File: src/rtl/fp_widen_stream_if.sv
// Stream bundle for fp_widen_stream: narrow input side, wide output side with class flags.
interface fp_widen_stream_if #(
    parameter int IW = 16,
    parameter int OW = 32
);
    logic [IW-1:0] IN_DATA;
    logic          IN_VALID;
    logic          IN_READY;
    logic [OW-1:0] OUT_DATA;
    logic [3:0]    OUT_FLAGS;
    logic          OUT_VALID;
    logic          OUT_READY;

    modport master (
        output IN_DATA, IN_VALID, OUT_READY,
        input  IN_READY, OUT_DATA, OUT_FLAGS, OUT_VALID
    );

    modport slave (
        input  IN_DATA, IN_VALID, OUT_READY,
        output IN_READY, OUT_DATA, OUT_FLAGS, OUT_VALID
    );
endinterface

File: src/rtl/fp_widen_stream.sv
// Two-stage streaming IEEE754 widening converter (e.g. float16 -> float32), exact for all classes.
// Optional FP_WIDEN_STATS_EN adds saturating NaN / subnormal output counters NAN_CNT and SUB_CNT.
module fp_widen_stream #(
    parameter int INX  = 5,
    parameter int INM  = 10,
    parameter int ONX  = 8,
    parameter int ONM  = 23,
    parameter int CNTW = 16
) (
    input  logic                  CLK,
    input  logic                  RST,
    fp_widen_stream_if.slave      bus
`ifdef FP_WIDEN_STATS_EN
    ,
    output logic [CNTW-1:0]       NAN_CNT,
    output logic [CNTW-1:0]       SUB_CNT
`endif
);
    localparam int IW    = 1 + INX + INM;
    localparam int OW    = 1 + ONX + ONM;
    localparam int IXOFF = 2 ** (INX - 1) - 1;
    localparam int OXOFF = 2 ** (ONX - 1) - 1;
    localparam int NW    = $clog2(INM + 1);
    localparam logic signed [ONX:0] BIAS_D = (ONX + 1)'(OXOFF - IXOFF);

    if (ONX <= INX || ONM < INM || (OXOFF - IXOFF - INM) < 1 || CNTW < 1) begin : g_bad_params
        $error("fp_widen_stream: illegal parameter combination");
    end

    typedef enum logic [2:0] {C_ZERO, C_SUB, C_NORM, C_INF, C_NAN} cls_t;

    function automatic logic [NW-1:0] lzc(input logic [INM-1:0] m);
        logic [NW-1:0] c;
        c = NW'(INM);
        for (int i = 0; i < INM; i++) begin
            if (m[i]) c = NW'(INM - 1 - i);
        end
        return c;
    endfunction

    function automatic cls_t classify(input logic [INX-1:0] e, input logic [INM-1:0] m);
        cls_t c;
        if (e == '0)      c = (m == '0) ? C_ZERO : C_SUB;
        else if (&e)      c = (m == '0) ? C_INF : C_NAN;
        else              c = C_NORM;
        return c;
    endfunction

    // Returns {wide float, flags}; flags = {is_nan, is_inf, is_zero, was_subnormal}.
    function automatic logic [OW+3:0] compose(input logic s, input logic [INX-1:0] e,
                                              input logic [INM-1:0] m, input cls_t c,
                                              input logic [NW-1:0] n);
        logic signed [ONX:0] ex;
        logic [ONX-1:0]      oe;
        logic [ONM-1:0]      om;
        logic [INM-1:0]      sh;
        logic [3:0]          fl;
        ex = '0;
        oe = '0;
        om = '0;
        sh = '0;
        fl = '0;
        case (c)
            C_NORM: begin
                ex = $signed((ONX + 1)'(e)) + BIAS_D;
                oe = ex[ONX-1:0];
                om = ONM'(m) << (ONM - INM);
            end
            C_SUB: begin
                // Normalise: the leading one becomes the hidden bit.
                ex = BIAS_D - $signed((ONX + 1)'(n));
                sh = m << (n + 1'b1);
                oe = ex[ONX-1:0];
                om = ONM'(sh) << (ONM - INM);
                fl = 4'b0001;
            end
            C_INF: begin
                oe = '1;
                fl = 4'b0100;
            end
            C_NAN: begin
                oe = '1;
                om = (ONM'(m) << (ONM - INM)) | (ONM'(1) << (ONM - 1));
                fl = 4'b1000;
            end
            default: fl = 4'b0010;
        endcase
        return {s, oe, om, fl};
    endfunction

    function automatic logic [CNTW-1:0] sat_inc(input logic [CNTW-1:0] v);
        return (&v) ? v : v + 1'b1;
    endfunction

    logic             vld_p1, vld_p2;
    logic             s1_adv, s2_adv;
    logic             sign_p1;
    logic [INX-1:0]   exp_p1;
    logic [INM-1:0]   mant_p1;
    cls_t             cls_p1;
    logic [NW-1:0]    lz_p1;
    logic [OW-1:0]    data_p2;
    logic [3:0]       flags_p2;
    logic [OW+3:0]    comp;

    assign s2_adv       = !vld_p2 || bus.OUT_READY;
    assign s1_adv       = !vld_p1 || s2_adv;
    assign bus.IN_READY = s1_adv;

    // Stage 1: split fields, classify, count leading zeros.
    always_ff @(posedge CLK) begin
        if (RST) begin
            vld_p1 <= 1'b0;
        end else if (s1_adv) begin
            vld_p1 <= bus.IN_VALID;
        end
    end

    always_ff @(posedge CLK) begin
        if (s1_adv && bus.IN_VALID) begin
            sign_p1 <= bus.IN_DATA[IW-1];
            exp_p1  <= bus.IN_DATA[IW-2 -: INX];
            mant_p1 <= bus.IN_DATA[INM-1:0];
            cls_p1  <= classify(bus.IN_DATA[IW-2 -: INX], bus.IN_DATA[INM-1:0]);
            lz_p1   <= lzc(bus.IN_DATA[INM-1:0]);
        end
    end

    assign comp = compose(sign_p1, exp_p1, mant_p1, cls_p1, lz_p1);

    // Stage 2: composed wide word; output registers clear on reset.
    always_ff @(posedge CLK) begin
        if (RST) begin
            vld_p2   <= 1'b0;
            data_p2  <= '0;
            flags_p2 <= '0;
        end else if (s2_adv) begin
            vld_p2 <= vld_p1;
            if (vld_p1) begin
                data_p2  <= comp[OW+3:4];
                flags_p2 <= comp[3:0];
            end
        end
    end

    assign bus.OUT_DATA  = data_p2;
    assign bus.OUT_FLAGS = flags_p2;
    assign bus.OUT_VALID = vld_p2;

`ifdef FP_WIDEN_STATS_EN
    always_ff @(posedge CLK) begin
        if (RST) begin
            NAN_CNT <= '0;
            SUB_CNT <= '0;
        end else if (vld_p2 && bus.OUT_READY) begin
            if (flags_p2[3]) NAN_CNT <= sat_inc(NAN_CNT);
            if (flags_p2[0]) SUB_CNT <= sat_inc(SUB_CNT);
        end
    end
`endif
endmodule
File: src/flat_wrapper.sv
// flat-port wrapper written by rule: the top's interface ports become plain ports
module fp_widen_stream_flat 
#(
    parameter int INX  = 5,
    parameter int INM  = 10,
    parameter int ONX  = 8,
    parameter int ONM  = 23,
    parameter int CNTW = 16
)
  (CLK, RST, bus_IN_DATA, bus_IN_VALID, bus_OUT_READY, bus_IN_READY, bus_OUT_DATA, bus_OUT_FLAGS, bus_OUT_VALID);
  fp_widen_stream_if bus_i ();
  input  logic CLK;
  input  logic RST;
  input wire logic [$bits(bus_i.IN_DATA)-1:0] bus_IN_DATA;
  input wire logic [$bits(bus_i.IN_VALID)-1:0] bus_IN_VALID;
  input wire logic [$bits(bus_i.OUT_READY)-1:0] bus_OUT_READY;
  output wire logic [$bits(bus_i.IN_READY)-1:0] bus_IN_READY;
  output wire logic [$bits(bus_i.OUT_DATA)-1:0] bus_OUT_DATA;
  output wire logic [$bits(bus_i.OUT_FLAGS)-1:0] bus_OUT_FLAGS;
  output wire logic [$bits(bus_i.OUT_VALID)-1:0] bus_OUT_VALID;
  assign bus_i.IN_DATA = bus_IN_DATA;
  assign bus_i.IN_VALID = bus_IN_VALID;
  assign bus_i.OUT_READY = bus_OUT_READY;
  assign bus_IN_READY = bus_i.IN_READY;
  assign bus_OUT_DATA = bus_i.OUT_DATA;
  assign bus_OUT_FLAGS = bus_i.OUT_FLAGS;
  assign bus_OUT_VALID = bus_i.OUT_VALID;
  fp_widen_stream #(.INX(INX), .INM(INM), .ONX(ONX), .ONM(ONM), .CNTW(CNTW)) u_core (.CLK(CLK), .RST(RST), .bus(bus_i));
endmodule
File: config.mk
export PLATFORM = sky130hd
export DESIGN_NAME = fp_widen_stream_flat
export DESIGN_NICKNAME = d
export VERILOG_FILES = /design/src/rtl/fp_widen_stream_if.sv /design/src/rtl/fp_widen_stream.sv /design/src/flat_wrapper.sv
export SDC_FILE = /design/constraint.sdc
export NUM_CORES = 1
export LEC_CHECK = 0
export CAP_MARGIN = 20
export CORE_MARGIN = 4
export CORE_UTILIZATION = 45
export CTS_CLUSTER_DIAMETER = 30
export CTS_CLUSTER_SIZE = 12
export DETAILED_ROUTE_END_ITERATION = 12
export PLACE_DENSITY = 0.73
export SLEW_MARGIN = 20
export SYNTH_ARGS = -nofsm -noshare
export SYNTH_HDL_FRONTEND = slang
export SYNTH_SLANG_ARGS = --single-unit
File: constraint.sdc
create_clock -name CLK -period 3.3 [get_ports CLK]
set_clock_uncertainty 0.2 [all_clocks]
set_input_delay 0.66 -clock CLK [delete_from_list [all_inputs] [get_ports CLK]]
set_output_delay 0.66 -clock CLK [all_outputs]
set_load 0.03 [all_outputs]
# --- Word level (Yosys, flattened, before mapping) ---
# Cells that the tools add are included.
word_totals:
  elab_cells: 49
  regBits: 61
op_classes:
  addsub: 3
  shift: 1
  eq_ne: 4
  mux: 16
  n_reduce_logical: 13
ops:
  columns: ["op", "n"]
  rows:
  - ["23-bit case mux with 3 select lines", 1]
  - ["8-bit case mux with 3 select lines", 1]
  - ["3-bit 2-to-1 mux", 7]
  - ["4-bit case mux with 4 select lines", 1]
  - ["10-bit logical NOT", 1]
  - ["10-bit by 4-bit << shifter with 10-bit output", 1]
  - ["5-bit by 7-bit adder with 8-bit output (second input constant)", 1]
  - ["2-bit 2-to-1 mux", 4]
  - ["8-bit OR reduction", 1]
  - ["7-bit by 4-bit subtractor with 8-bit output (first input constant)", 1]
  - ["3-bit by 2-bit == test with 1-bit output (second input constant)", 2]
  - ["5-bit logical NOT", 1]
  - ["5-bit AND reduction", 1]
  - ["4-bit by 1-bit adder with 4-bit output (second input constant)", 1]
  - ["2-bit OR reduction", 2]
  - ["4-bit OR reduction", 1]
  - ["3-bit by 1-bit == test with 1-bit output (second input constant)", 1]
  - ["3-bit == test (second input constant)", 1]
  - ["1-bit logical NOT", 2]
  - ["1-bit logical OR", 2]
  - ["1-bit 2-to-1 mux", 2]
  - ["2-bit AND reduction", 1]
  - ["1-bit logical AND", 1]

# --- Longest topological paths before layout ---
depth:
  ltp_word: 9
  depth_mapped: 9
  ltp_nobuf: 7

# --- Least setup slack after synthesis ---
# Ideal clock, no wire load.
synth_timing:
  path_type: "register to register"
  from: "register u_core.lz_p1[0]"
  to: "register u_core.data_p2[20] (netlist: u_core.bus.OUT_DATA[20])"
  t_arrival_ns: 2.136
  period_less_slack_ns: 2.469
  t_required_ns: 2.967
  setup_time_ns: 0.133
  path_buffers: 2
  stages_incl_launch_ff: 9
  slack_ns: 0.831
  path_cell_list: "edfxtp_1 buf_6 inv_2 ha_1 buf_2 mux2_1 mux4_2 nand3_1 a31oi_1"
synth_via:
  elab_chain_len: 3
synth_lines:
  columns: ["item", "line", "source"]
  rows:
  - ["start: declaration", "fp_widen_stream.sv:101", "logic [NW-1:0] lz_p1;"]
  - ["start signal: assignment", "fp_widen_stream.sv:125", "lz_p1 <= lzc(bus.IN_DATA[INM-1:0]);"]
  - ["4-bit by 1-bit adder with 4-bit output", "fp_widen_stream.sv:72", "sh = m << (n + 1'b1);"]
  - ["10-bit by 4-bit << shifter with 10-bit output", "fp_widen_stream.sv:72", null]
  - ["23-bit case mux with 3 select lines", "fp_widen_stream.sv:63", "case (c)"]
  - ["end signal: assignment", "fp_widen_stream.sv:140", "data_p2 <= comp[OW+3:4];"]
  - ["end: declaration", "fp_widen_stream.sv:102", "logic [OW-1:0] data_p2;"]
# Every way passes these cells.
# A chain may end at the register's enable or synchronous reset.

# --- Worst setup path in the final report ---
layout_timing:
  from: "input bus_OUT_READY"
  to: "output bus_IN_READY"
layout_via:
  elab_chain_len: 2
layout_lines:
  columns: ["item", "line", "source"]
  rows:
  - ["start: declaration", "flat_wrapper.sv:16", "input wire logic [$bits(bus_i.OUT_READY)-1:0] bus_OUT_READY;"]
  - ["1-bit logical OR", "fp_widen_stream.sv:106", "assign s2_adv = !vld_p2 || bus.OUT_READY;"]
  - ["1-bit logical OR", "fp_widen_stream.sv:107", "assign s1_adv = !vld_p1 || s2_adv;"]
  - ["end: declaration", "flat_wrapper.sv:17", "output wire logic [$bits(bus_i.IN_READY)-1:0] bus_IN_READY;"]
# Every way passes these cells.

==> qor.yml <==
clocking:
  ctsResizeCount: 0
  cts_buffer_depth: 2
  cts_setup_buffers: 0
  clk_latency_ns: 0.29
  cts_tree: "done"
  path_clk_slew_ns: 0.07
  cts_hold_buf: 0
  cts_buffers: 5
  clockRootBuffer: "clkbuf_8"
  htree_levels: 2
  clock-sinks: 47
logic_synthesis:
  synth-seq-cells: 47
  async_reset_ff_frac: 0
  synth_top_family_by_area: "simple AND/OR/NAND/NOR gates"
  synthAdderAreaFrac: 0.0101
  syn_avg_cell_area_um2: 10.1
  ys_seq_area_frac: 0.474
  synthMuxAreaShare: 0.0870
  synth-xor-area-share: 0.0329
  synth.area.top_cells: "edfxtp_1, dfxtp_1, buf_4, a21oi_1, nor2_1"
  synth_enable_flop_cells: 23
  synth_top_area_frac: 0.279
  synth_area_leader_cell: "edfxtp_1"
  yosysUniqueCellTypes: 50
  synthCells: 244
  synth_area_um2: 2470
  synthFlopType: "dfxtp_1"
  ys_warn_count: 0
  synth-compound-area-share: 0.150
  synthSimpleGateAreaFrac: 0.168
critical_path:
  crit_fanout: 5
  reg2reg_depth: 7
  crit_required_ns: 2.44
  critPathLaunchType: "input pin"
  path_class: "in -> out"
  endpoint_kind: "primary output"
  crit_arrival_ns: 2.02
sta:
  maxSlewViolCount: 0
  rsz0062_at_grt: "no"
  max_freq_ghz: 0.347
  setup_ws_ns: 0.419
  final-setup-viol-count: 0
  hold_violations: 0
  post-route-period-util: 0.873
  relSlewSlack: 0.350
  worstMarginPinSlew_ns: 0.976
  tns_ns: 0
  fin_crit_ns: 2.88
final_layout:
  nNetsFinal: 305
  fin_util: 0.578
  ff_latch_area_um2: 1170
  n_antenna_cell: 0
  multi_input_area_um2: 1160
  layout-drive-gt1-share: 0.106
  syn2layout_area_growth_pct: 21.6
  final_cells: 354
  fillers: 464
die:
  rows: 26
  core_area_um2: 5200
  initial_utilization: 0.475
  die_h_um: 82.1
  pin_count: 58
  dieArea_um2: 6740
  die_w_um: 82.1
pwr:
  powerDensity_nw_per_um2: 447
  finalPower_mw: 1.35
  leakage_nw: 1.11
  vdd_drop_max_uv: 262
placed_design:
  io_buffers: 44
  dp_slack_ns: 0.405
  dp_cells: 346
  routabilityCongestion: 0.891
  dp_hpwl_um: 3610
grt:
  antenna_found_initial: 0
  grtUsageTotal: 0.149
  grt-ovfl-total: 0
  grt_max_degree: 28
  grt_pass1_vias: 1732
  grt_pass1_wl_um: 7790
routing:
  drt_iter0_markers: 135
  wire_per_inst_um: 13.4
  viasPerCell: 5.19
  num_vias: 1838
  wl_um: 4740
  ant_nets: 0
  drt_first_pass_iters: 4
  drc: 0
job:
  cap_violations: 0
min_path:
  worstHoldPathType: "reg -> reg"
  min_path_cells: 2
run_status:
  status: "complete, no violations"
## layer usage
| metal | global-route usage | wire length, µm |
|---|---|---|
| met1 | 0.194 | 2220 |
| met2 | 0.249 | 2200 |
| met3 | 0.0315 | 271 |
| met4 | 0.0465 | 58 |
| met5 | 0 | 0 |
## kinds of logic after synthesis
group	after synthesis
DFF	47
muxes	16
AOI/OAI and AO/OA	58
other	1
and+or+nand+nor	82
adders and majority gates	2
buffers and inverters	33
xor gates and xnor gates	5
## area by class of cell
class                      count  share of cell area
clock buffer                   7              0.0254
clock inverter                 1             0.00999
inverter                       6             0.00749
multi-input combinational    176               0.385
sequential                    47               0.390
tap                           70              0.0291
timing repair buffer          47               0.154
## stage by stage
step                      cell area (µm²)  hold slack, ns
after floorplan                      2520           0.271
final                                3010           0.259
after global routing                 3010           0.301
after detailed placement             2900           0.251
after CTS                            3010           0.261
after global placement               2900           0.243
## worst max-delay path: stages
cell	delay, ns
clkdlybuf4s50_1	0.40
nor2b_1	0.25
nand2_1	0.11
clkdlybuf4s50_1	0.60
## cell usage after synthesis, drive strengths merged (2+ instances only)
master / number
nor3: 11
buf: 19
a211oi: 3
mux4: 3
o221a: 4
xnor2: 5
nor4: 2
inv: 6
a21oi: 22
nand2: 16
nor3b: 2
ha: 2
nor2: 26
nand3: 8
and3: 3
nor2b: 5
dfxtp: 24
nand2b: 5
o21ai: 13
mux2i: 5
clkbuf: 8
a221oi: 4
edfxtp: 23
a31oi: 4
o21bai: 2
mux2: 8
## report_power, final
group	internal (mW)	switching, mW	total (mW)
clock	0.226	0.173	0.399
combinational	0.120	0.154	0.274
sequential	0.646	0.0261	0.673
total	0.993	0.352	1.35
## sequential cells by signal (all words and copies together) (netlist names)
name,count
u_core.mant_p1,10
u_core.bus.OUT_VALID,1
u_core.lz_p1,4
u_core.bus.OUT_FLAGS,4
u_core.exp_p1,5
u_core.sign_p1,1
u_core.bus.OUT_DATA,18
u_core.vld_p1,1
u_core.cls_p1,3
## worst paths after layout
check	end	slack (ns)	from
max reg2reg	u_core.bus.OUT_DATA[17]	0.64	u_core.lz_p1[1]
min	u_core.bus.OUT_FLAGS[3]	0.26	u_core.bus.OUT_FLAGS[3]
min reg2reg	u_core.bus.OUT_FLAGS[3]	0.26	u_core.bus.OUT_FLAGS[3]
max	bus_IN_READY	0.42	bus_OUT_READY
## placed cells by master, fill, tap and decap left out, types with 2 or more instances in the layout
cell type         n
mux2_1            3
a211oi_1          3
a221oi_1          4
mux2_2            3
clkdlybuf4s50_1  44
a31oi_1           4
nor3_1           11
nand2_1          16
nand3_1           7
o21bai_1          2
nor2_1           25
o21ai_0          12
mux2_4            2
ha_1              2
inv_1             5
nand2b_1          4
a21oi_1          21
mux4_2            3
nor3b_1           2
and3_1            3
xnor2_1           3
clkbuf_8          5
mux2i_1           5
nor2b_1           5
edfxtp_1         23
o221a_2           4
buf_4             3
xnor2_4           2
dfxtp_1          24
clkbuf_1          2
conb_1           13
Power figures use the tool's default switching activity.
